## src/rtl/ram_access_sequencer.sv

```systemverilog
// ram_access_sequencer
//   Byte-addressed load/store front end for a 32-bit word RAM with a
//   synchronous write port and a registered read port B. One request is
//   handled at a time. Sub-word stores are done by read-modify-write, and
//   loads are lane-extracted and sign/zero-extended before the response.
//
// Ports
//   clock, nReset          clock, asynchronous active-low reset
//   reqValid/reqReady      request handshake (see below)
//   reqWrite, reqFunct3    1=store / 0=load; RV32 funct3 (B,H,W,BU,HU)
//   reqAddress, reqData    byte address (RAM_A_WIDTH+2 bits), store data
//   respValid              one-cycle completion pulse for every request
//   respData, respError    load result (0 for stores/errors); error flag
//   ramWriteAddress/ramDataIn/ramWriteEnable   RAM write port
//   ramReadAddressB/ramDataOutB                RAM read port B (1-cycle)
//   dbgState               current FSM state, for observation only
//
// Handshake: a request transfers on a rising clock edge where
//   reqValid && reqReady. reqReady is high only in IDLE, and request fields
//   are captured on that edge; the requester may change them afterwards.
//
// Build option: MISALIGN_TRAP_EN
//   defined   - misaligned H/W accesses return respError with no RAM access
//   undefined - low address bits are forced to the access alignment
module ram_access_sequencer #(
  parameter int RAM_A_WIDTH = 12
) (
  input  logic                   clock,
  input  logic                   nReset,
  input  logic                   reqValid,
  output logic                   reqReady,
  input  logic                   reqWrite,
  input  logic [2:0]             reqFunct3,
  input  logic [RAM_A_WIDTH+1:0] reqAddress,
  input  logic [31:0]            reqData,
  output logic                   respValid,
  output logic [31:0]            respData,
  output logic                   respError,
  output logic [RAM_A_WIDTH-1:0] ramWriteAddress,
  output logic [31:0]            ramDataIn,
  output logic                   ramWriteEnable,
  output logic [RAM_A_WIDTH-1:0] ramReadAddressB,
  input  logic [31:0]            ramDataOutB,
  output logic [2:0]             dbgState
);

  typedef enum logic [2:0] {
    S_IDLE       = 3'd0,
    S_RD_ISSUE   = 3'd1,
    S_RD_CAPTURE = 3'd2,
    S_WRITE      = 3'd3,
    S_RESP       = 3'd4
  } state_e;

  state_e                 state_q, state_d;
  logic                   write_q, write_d;
  logic [2:0]             funct3_q, funct3_d;
  logic [1:0]             off_q, off_d;
  logic [15:0]            data_q, data_d;      // only B/H stores merge data
  logic [RAM_A_WIDTH-1:0] rd_addr_q, rd_addr_d;
  logic [RAM_A_WIDTH-1:0] wr_addr_q, wr_addr_d;
  logic [31:0]            wr_data_q, wr_data_d;
  logic                   we_q, we_d;
  logic [31:0]            resp_data_q, resp_data_d;
  logic                   resp_err_q, resp_err_d;

  // Request decode
  logic [1:0]             req_size;
  logic                   req_illegal;
  logic                   req_err;
  logic [1:0]             req_off;
  logic [RAM_A_WIDTH-1:0] req_widx;

  assign req_size    = reqFunct3[1:0];
  assign req_widx    = reqAddress[RAM_A_WIDTH+1:2];
  assign req_illegal = (reqFunct3 == 3'b011) || (reqFunct3 == 3'b110) ||
                       (reqFunct3 == 3'b111) || (reqWrite && reqFunct3[2]);

`ifdef MISALIGN_TRAP_EN
  logic req_misaligned;
  assign req_misaligned = ((req_size == 2'b01) && reqAddress[0]) ||
                          ((req_size == 2'b10) && (reqAddress[1:0] != 2'b00));
  assign req_err = req_illegal || req_misaligned;
  assign req_off = reqAddress[1:0];
`else
  assign req_err = req_illegal;
  assign req_off = (req_size == 2'b10) ? 2'b00 :
                   (req_size == 2'b01) ? {reqAddress[1], 1'b0} :
                                         reqAddress[1:0];
`endif

  // Lane handling on the word returned by read port B
  logic [4:0]  lane_shamt;
  logic [31:0] rd_shifted;
  logic        load_signed;
  logic [31:0] load_val;
  logic [31:0] lane_mask;
  logic [31:0] merged;

  assign lane_shamt  = {off_q, 3'b000};
  assign rd_shifted  = ramDataOutB >> lane_shamt;
  assign load_signed = ~funct3_q[2];
  assign lane_mask   = ((funct3_q[1:0] == 2'b00) ? 32'h0000_00FF : 32'h0000_FFFF) << lane_shamt;
  assign merged      = (ramDataOutB & ~lane_mask) | (({16'h0000, data_q} << lane_shamt) & lane_mask);

  always_comb begin
    load_val = ramDataOutB;
    case (funct3_q[1:0])
      2'b00:   load_val = {{24{load_signed & rd_shifted[7]}}, rd_shifted[7:0]};
      2'b01:   load_val = {{16{load_signed & rd_shifted[15]}}, rd_shifted[15:0]};
      default: load_val = ramDataOutB;
    endcase
  end

  always_comb begin
    state_d     = state_q;
    write_d     = write_q;
    funct3_d    = funct3_q;
    off_d       = off_q;
    data_d      = data_q;
    rd_addr_d   = rd_addr_q;
    wr_addr_d   = wr_addr_q;
    wr_data_d   = wr_data_q;
    we_d        = 1'b0;
    resp_data_d = resp_data_q;
    resp_err_d  = resp_err_q;
    case (state_q)
      S_IDLE: begin
        if (reqValid) begin
          write_d     = reqWrite;
          funct3_d    = reqFunct3;
          off_d       = req_off;
          data_d      = reqData[15:0];
          resp_data_d = 32'h0;
          resp_err_d  = req_err;
          if (req_err) begin
            state_d = S_RESP;
          end else if (reqWrite && (req_size == 2'b10)) begin
            // Full-word store needs no read.
            wr_addr_d = req_widx;
            wr_data_d = reqData;
            we_d      = 1'b1;
            state_d   = S_WRITE;
          end else begin
            rd_addr_d = req_widx;
            state_d   = S_RD_ISSUE;
          end
        end
      end
      S_RD_ISSUE:   state_d = S_RD_CAPTURE;
      S_RD_CAPTURE: begin
        if (write_q) begin
          wr_addr_d = rd_addr_q;
          wr_data_d = merged;
          we_d      = 1'b1;
          state_d   = S_WRITE;
        end else begin
          resp_data_d = load_val;
          state_d     = S_RESP;
        end
      end
      S_WRITE:  state_d = S_RESP;
      S_RESP:   state_d = S_IDLE;
      default:  state_d = S_IDLE;
    endcase
  end

  always_ff @(posedge clock or negedge nReset) begin
    if (!nReset) begin
      state_q     <= S_IDLE;
      write_q     <= 1'b0;
      funct3_q    <= 3'b000;
      off_q       <= 2'b00;
      data_q      <= 16'h0;
      rd_addr_q   <= '0;
      wr_addr_q   <= '0;
      wr_data_q   <= 32'h0;
      we_q        <= 1'b0;
      resp_data_q <= 32'h0;
      resp_err_q  <= 1'b0;
    end else begin
      state_q     <= state_d;
      write_q     <= write_d;
      funct3_q    <= funct3_d;
      off_q       <= off_d;
      data_q      <= data_d;
      rd_addr_q   <= rd_addr_d;
      wr_addr_q   <= wr_addr_d;
      wr_data_q   <= wr_data_d;
      we_q        <= we_d;
      resp_data_q <= resp_data_d;
      resp_err_q  <= resp_err_d;
    end
  end

  assign reqReady        = (state_q == S_IDLE);
  assign respValid       = (state_q == S_RESP);
  assign respData        = respValid ? resp_data_q : 32'h0;
  assign respError       = respValid & resp_err_q;
  assign ramWriteAddress = wr_addr_q;
  assign ramDataIn       = wr_data_q;
  assign ramWriteEnable  = we_q;
  assign ramReadAddressB = rd_addr_q;
  assign dbgState        = state_q;

endmodule
```

## config.mk

```make
export PLATFORM = sky130hd
export DESIGN_NAME = ram_access_sequencer
export DESIGN_NICKNAME = d
export VERILOG_FILES = /design/src/rtl/ram_access_sequencer.sv
export SDC_FILE = /design/constraint.sdc
export NUM_CORES = 1
export LEC_CHECK = 0
export ABC_CLOCK_PERIOD_IN_PS = 1800
export CAP_MARGIN = 20
export CELL_PAD_IN_SITES_DETAIL_PLACEMENT = 1
export CELL_PAD_IN_SITES_GLOBAL_PLACEMENT = 1
export CORE_MARGIN = 4
export CORE_UTILIZATION = 33
export CTS_BUF_LIST = sky130_fd_sc_hd__clkbuf_8
export DETAILED_ROUTE_END_ITERATION = 10
export PLACE_DENSITY_LB_ADDON = 0.1
export SYNTH_ARGS = -nofsm -noshare
export SYNTH_HDL_FRONTEND = slang
export SYNTH_SLANG_ARGS = --single-unit
```

## constraint.sdc

```tcl
create_clock -name clock -period 1.8 [get_ports clock]
set_clock_uncertainty 0.1 [all_clocks]
set_input_delay 0.27 -clock clock [delete_from_list [all_inputs] [get_ports clock]]
set_output_delay 0.27 -clock clock [all_outputs]
set_load 0.01 [all_outputs]
```

== Word level (Yosys, flattened, before mapping) ==
Cells that the tools add are included.

* Register bits after elaboration: 115
* Latch bits: 0
* Memory bits (writable): 0
* ROM bits: 0
* Output and inout port bits: 95
* Word-level logic and storage cells: 79
* Memories kept: 0

* Add/sub/neg operators: 0
* Multiply operators: 0
* Div/mod/pow operators: 0
* Magnitude comparators: 0
* Equality and inequality tests: 15
* Shift-type cells: 3
* Multiplexer cells: 28
* Bitwise gates (word level): 10
* Reductions and logical operators: 12

{| class="wikitable"
|+ Operator list
! kind !! number
|-
| 32-bit 2-to-1 mux || 7
|-
| 32-bit one-hot mux with 2 select lines || 3
|-
| 32-bit AND || 2
|-
| 16-bit by 5-bit left shift with 32-bit output || 2
|-
| 12-bit 2-to-1 mux || 4
|-
| 32-bit inverter || 1
|-
| 32-bit bitwise OR || 1
|-
| 32-bit by 5-bit >> shifter with 16-bit output || 1
|-
| 12-bit one-hot mux with 2 select lines || 1
|-
| 16-bit 2-to-1 mux || 1
|-
| 3-bit one-hot mux with 4 select lines || 1
|-
| 3-bit by 2-bit == test with 1-bit output (second input constant) || 3
|-
| 3-bit == test (second input constant) || 3
|-
| 3-bit 2-to-1 mux || 3
|-
| 2-bit != test (second input constant) || 4
|-
| 1-bit 2-to-1 mux || 5
|-
| 5-bit AND reduction || 1
|-
| 2-bit by 1-bit == test with 1-bit output (second input constant) || 2
|-
| 2-bit 2-to-1 mux || 2
|-
| 4-bit AND reduction || 1
|-
| 1-bit AND || 3
|-
| 3-bit by 1-bit == test with 1-bit output (second input constant) || 1
|-
| 3-bit zero test || 1
|-
| 1-bit logical OR || 3
|-
| other kinds (9) || 12
|}

== Logic depth before layout (Yosys ltp) ==
* Word-level depth: 8
* Gate-level depth with buffers: 8
* Mapped depth without buffers: 5

== Worst setup path after synthesis ==
No wires, ideal clock.

* Path type: register to register
* From: register off_q[0]
* To: register resp_data_q[21]
* Arrival time: 1.658 ns
* Data required time: 1.574 ns
* Path slack: -0.085 ns
* Cell stages (with the launch flop): 7
* Cells stage by stage: dfrtp_1 > buf_6 > mux2_4 > nor3b_1 > o311a_4 > buf_6 > a221o_1

* Word-level cells in the longest chain between the ends: 5
* Elaborated cells between the ends (all ways): 6
* Classes of those cells: shift (1); mux (3); bitwise (2)

{| class="wikitable"
|+ RTL lines
! what !! RTL line !! RTL
|-
| start, declared || 58 || <nowiki>logic [1:0] off_q, off_d;</nowiki>
|-
| start signal, assigned || 173 || <nowiki>off_q <= 2'b00;</nowiki>
|-
| start signal, assigned || 185 || <nowiki>off_q <= off_d;</nowiki>
|-
| 32-bit by 5-bit >> shifter with 16-bit output (*) || 101 || <nowiki>assign rd_shifted = ramDataOutB >> lane_shamt;</nowiki>
|-
| 1-bit AND, on equally long branches || 110, 109 ||
|-
| 32-bit one-hot mux with 2 select lines (*) || 108 || <nowiki>case (funct3_q[1:0])</nowiki>
|-
| 32-bit 2-to-1 mux (*) || 152 || <nowiki>if (write_q) begin</nowiki>
|-
| 32-bit one-hot mux with 2 select lines (*) || 127 || <nowiki>case (state_q)</nowiki>
|-
| end signal, assigned || 191 || <nowiki>resp_data_q <= resp_data_d;</nowiki>
|-
| end, declared || 64 || <nowiki>logic [31:0] resp_data_q, resp_data_d;</nowiki>
|}

Every way passes the cells marked *; elsewhere a longest branch is shown, timed or not. The select of a mux whose other input is x is not followed.
A chain may end at the register's enable or synchronous reset.

== Final worst setup path ==
* From: register state_q[1] (netlist: dbgState[1])
* To: register wr_data_q[16] (netlist: ramDataIn[16])

* Word-level cells in the longest chain between the ends: 3
* Elaborated cells between the ends (all ways): 9
* Classes of those cells: eq/ne (5); mux (1); reduce/logical (3)

{| class="wikitable"
|+ RTL lines
! what !! RTL line !! RTL
|-
| start, declared || 55 || <nowiki>state_e state_q, state_d;</nowiki>
|-
| start signal, assigned || 182 || <nowiki>state_q <= state_d;</nowiki>
|-
| 3-bit by 2-bit == test with 1-bit output / 3-bit zero test (equally long branches) || 127 ||
|-
| 2-bit != test (no line) (tied with other cells) || -- ||
|-
| 5-bit AND reduction (no line) || -- ||
|-
| end signal, assigned || 189 || <nowiki>wr_data_q <= wr_data_d;</nowiki>
|-
| end, declared || 62 || <nowiki>logic [31:0] wr_data_q, wr_data_d;</nowiki>
|}

Several ways; a longest one is shown, not always the timed one.

==> impl_results.md <==
- Netlist area before placement: 6110 µm²
- Fin util: 0.602
- Initial Util: 0.338
- Largest family of logic cells by synthesized area: compound AO/OA/AOI/OAI gates
- Register area share after synthesis: 0.471
- Tot GR Track Use: 0.257
- Min-Delay Path Class: input pin to async pin
- Layout cell share with drive strength beyond 1: 0.362
- Commonest register cell after synthesis: dfrtp_1
- N_diodes: 0
- Antenna violations before repair: 0
- F_max: 484 MHz
- CP Class: flip-flop to flip-flop
- Total wire length: 28700 µm
- Leak: 5.04 nW
- Critical-path cell list: buf_6 -> buf_8 -> nor4b_4 -> buf_4 -> a21boi_4 -> buf_6 -> inv_8 -> buf_12 -> buf_12 -> nand3_1 -> o211ai_1
- Design area: 10900 µm²
- EDFF count, synth: 0
- WL/cell: 24.3 µm
- DRT iter0 DRCs: 516
- Vias in the first global route: 7036
- Flip-flop and latch count after synthesis: 115
- CTS Buf Count: 17
- Pin slew with the least headroom to its limit: 538 ps
- Setup violators final: 146
- Post-DP HPWL: 17900 µm
- Mapped Cells: 668
- Violated checks: setup timing
- Vias: 6677
- Worst setup EP type: flip-flop
- Slew margin rel.: 0.641
- IO buf count: 179
- Dpl ws: -544 ps
- Xor/xnor cell area share of the yosys netlist: 0.00143
- Crit-path max cell delay: 400 ps
- CP max-delay cell: dfrtp_1
- Fin nets: 1024
- Drt first pass iters: 5
- CTS H-tree lvls: 4
- Die outline area: 20700 µm²
- Most common cell after layout, fill and taps aside: nand2_1
- Root Buffer: clkbuf_8
- Status: finished with violations
- Max Buffers Root-to-Sink: 2
- Pwr Total: 18.8 mW
- Area of the core: 18100 µm²
- Slew Limit Fails: 0
- Die height: 144 µm
- Row Count: 49
- Worst setup margin: -267 ps
- CTS tree: built
- Synth cell types: 49
- Post-layout minimum cycle time: 2070 ps
- Syn nets: 753
- Required @ worst endpoint: 2060 ps
- Routed vias/inst: 5.66
- Area growth from synthesis to layout: 78.2%
- First-pass GRT wire length: 40700 µm
- Pwr/cell area: 1720 nW/µm²
- Critical R2R Launch: dbgState[1]$_DFFE_PN0P_
- DR DRC count: 0
- CP Max Fanout: 8
- Arrival @ worst endpoint: 2320 ps
- Peak VDD IR: 759 µV
- Largest net degree at the start of global routing: 49
- Setup TNS: -20190 ps
- Crit path from: dbgState[1]$_DFFE_PN0P_
- # IOs: 180
- Synthesized area per cell: 9.14 µm²
- Hold Vio Cnt, Final: 0
- Post-Synth Adder-Cell Area: 0
- Startpoint Class: flip-flop
- Hold slack: 197 ps
- Complex-gate fraction of the synthesized area: 0.205
- # clock sinks: 115
- Synth Warn #: 0
- Unrepaired setup endpoints after global routing: yes
- Clk slew on worst S/H paths: 70 ps
- Cells after DPL: 1101
- Post-synthesis simple-gate area fraction: 0.184
- Mux cell area share after synthesis: 0.0805
- Remaining Overflow, GRT: 0
- Final Instance Count excl. Fillers: 1179
- Clk_lat worst skew: 450 ps
- Post-synth ARST share: 1.00
- Period utilization: 1.15
- Post-route ant nets: 0
- Most frequent cells in the layout: nand2_1 (123), dfrtp_1 (112), clkdlybuf4s50_1 (101), buf_4 (62), buf_6 (55)
- Max cap viols: 0
- Die W: 144 µm
- Area after DPL: 8740 µm²
- Routability cong.: 0.861
routing by layer:
metal / global-route usage / routed length (µm)
met4: 0.0897 / 1020
met5: 0 / 0
met3: 0.0489 / 1670
met2: 0.422 / 13900
met1: 0.341 / 12100
report_power, final:
group	leakage (nW)	internal, mW	switching, mW
logic	3.43	5.84	5.83
registers	1.41	3.77	0.940
clock network	0.194	1.31	1.08
total	5.04	10.9	7.86
state kept, by name, indices dropped and copies added, names as in the netlist, 2 cells and up:
register         count
off_q                2
ramWriteAddress     12
dbgState             3
funct3_q             3
ramReadAddressB     12
ramDataIn           32
data_q              16
resp_data_q         32
layout make-up:
class                      count  area [µm²]
clock inverter                10         110
sequential                   115        2880
tap                          229         287
timing repair buffer         307        3560
inverter                      27         109
multi-input combinational    471        3660
fill                        1862        7200
clock buffer                  20         275
worst max-delay path: cells and delay by family (launching register included):
| family | cells | cell delay [ps] |
|---|---|---|
| DFF | 1 | 400 |
| buffers and inverters | 7 | 890 |
| AOI/OAI and AO/OA | 2 | 200 |
| and+or+nand+nor | 2 | 390 |
cell families (layout without fill, tap and decap cells):
group | Yosys count | count (layout)
DFF | 115 | 115
buffers and inverters | 83 | 364
AOI/OAI and AO/OA | 177 | 178
xor gates and xnor gates | 1 | 1
and+or+nand+nor | 245 | 245
muxes | 47 | 47
timing repair:
| action | in CTS | in global routing |
|---|---|---|
| cloned | 10 | 11 |
| endpoints found under the hold margin | 25 | 0 |
| resized for setup | 263 | 196 |
| pin swaps | 17 | 26 |
| buffers inserted | 20 | 14 |
| hold buffers | 1 | 0 |
| endpoints found under the setup margin | 135 | 181 |
cells in the mapped netlist, types with 2 or more instances:
cell	instances	share of area
o221ai_1	31	0.044
nand3_1	10	0.0082
nor2_1	35	0.022
and3_1	34	0.035
o21ai_0	34	0.028
dfrtp_1	115	0.47
inv_2	2	0.0012
a21o_1	9	0.011
a221o_1	17	0.028
o22ai_1	8	0.0082
o211ai_1	8	0.0098
buf_1	4	0.0025
or3b_1	2	0.0029
nor3b_1	2	0.0025
nand2b_1	4	0.0041
clkbuf_1	32	0.020
mux2i_1	33	0.054
buf_2	16	0.013
nor2b_1	2	0.0020
nand2_1	144	0.089
a311oi_1	8	0.011
o21ai_1	19	0.016
buf_4	2	0.0025
a2bb2oi_1	6	0.0086
inv_1	25	0.015
a31oi_1	13	0.013
buf_6	2	0.0037
mux2_1	13	0.024
a21oi_1	16	0.013
nor3_1	3	0.0025
final timing paths:
path / end / slack, ps / cells after the start
worst max-delay path: ramDataIn[16]$_DFFE_PN0P_ / -270 / 11
worst min-delay path: ramReadAddressB[9]$_DFFE_PN0P_ / 200 / 2
worst max register to register: ramDataIn[16]$_DFFE_PN0P_ / -270 / 11
max in group asynchronous: data_q[2]$_DFFE_PN0P_ / 770 / 3
worst min register to register: resp_data_q[5]$_DFFE_PN0P_ / 380 / 2
min in group clock: off_q[0]$_DFFE_PN0P_ / 300 / 3
(Power assumes the default switching activity.)
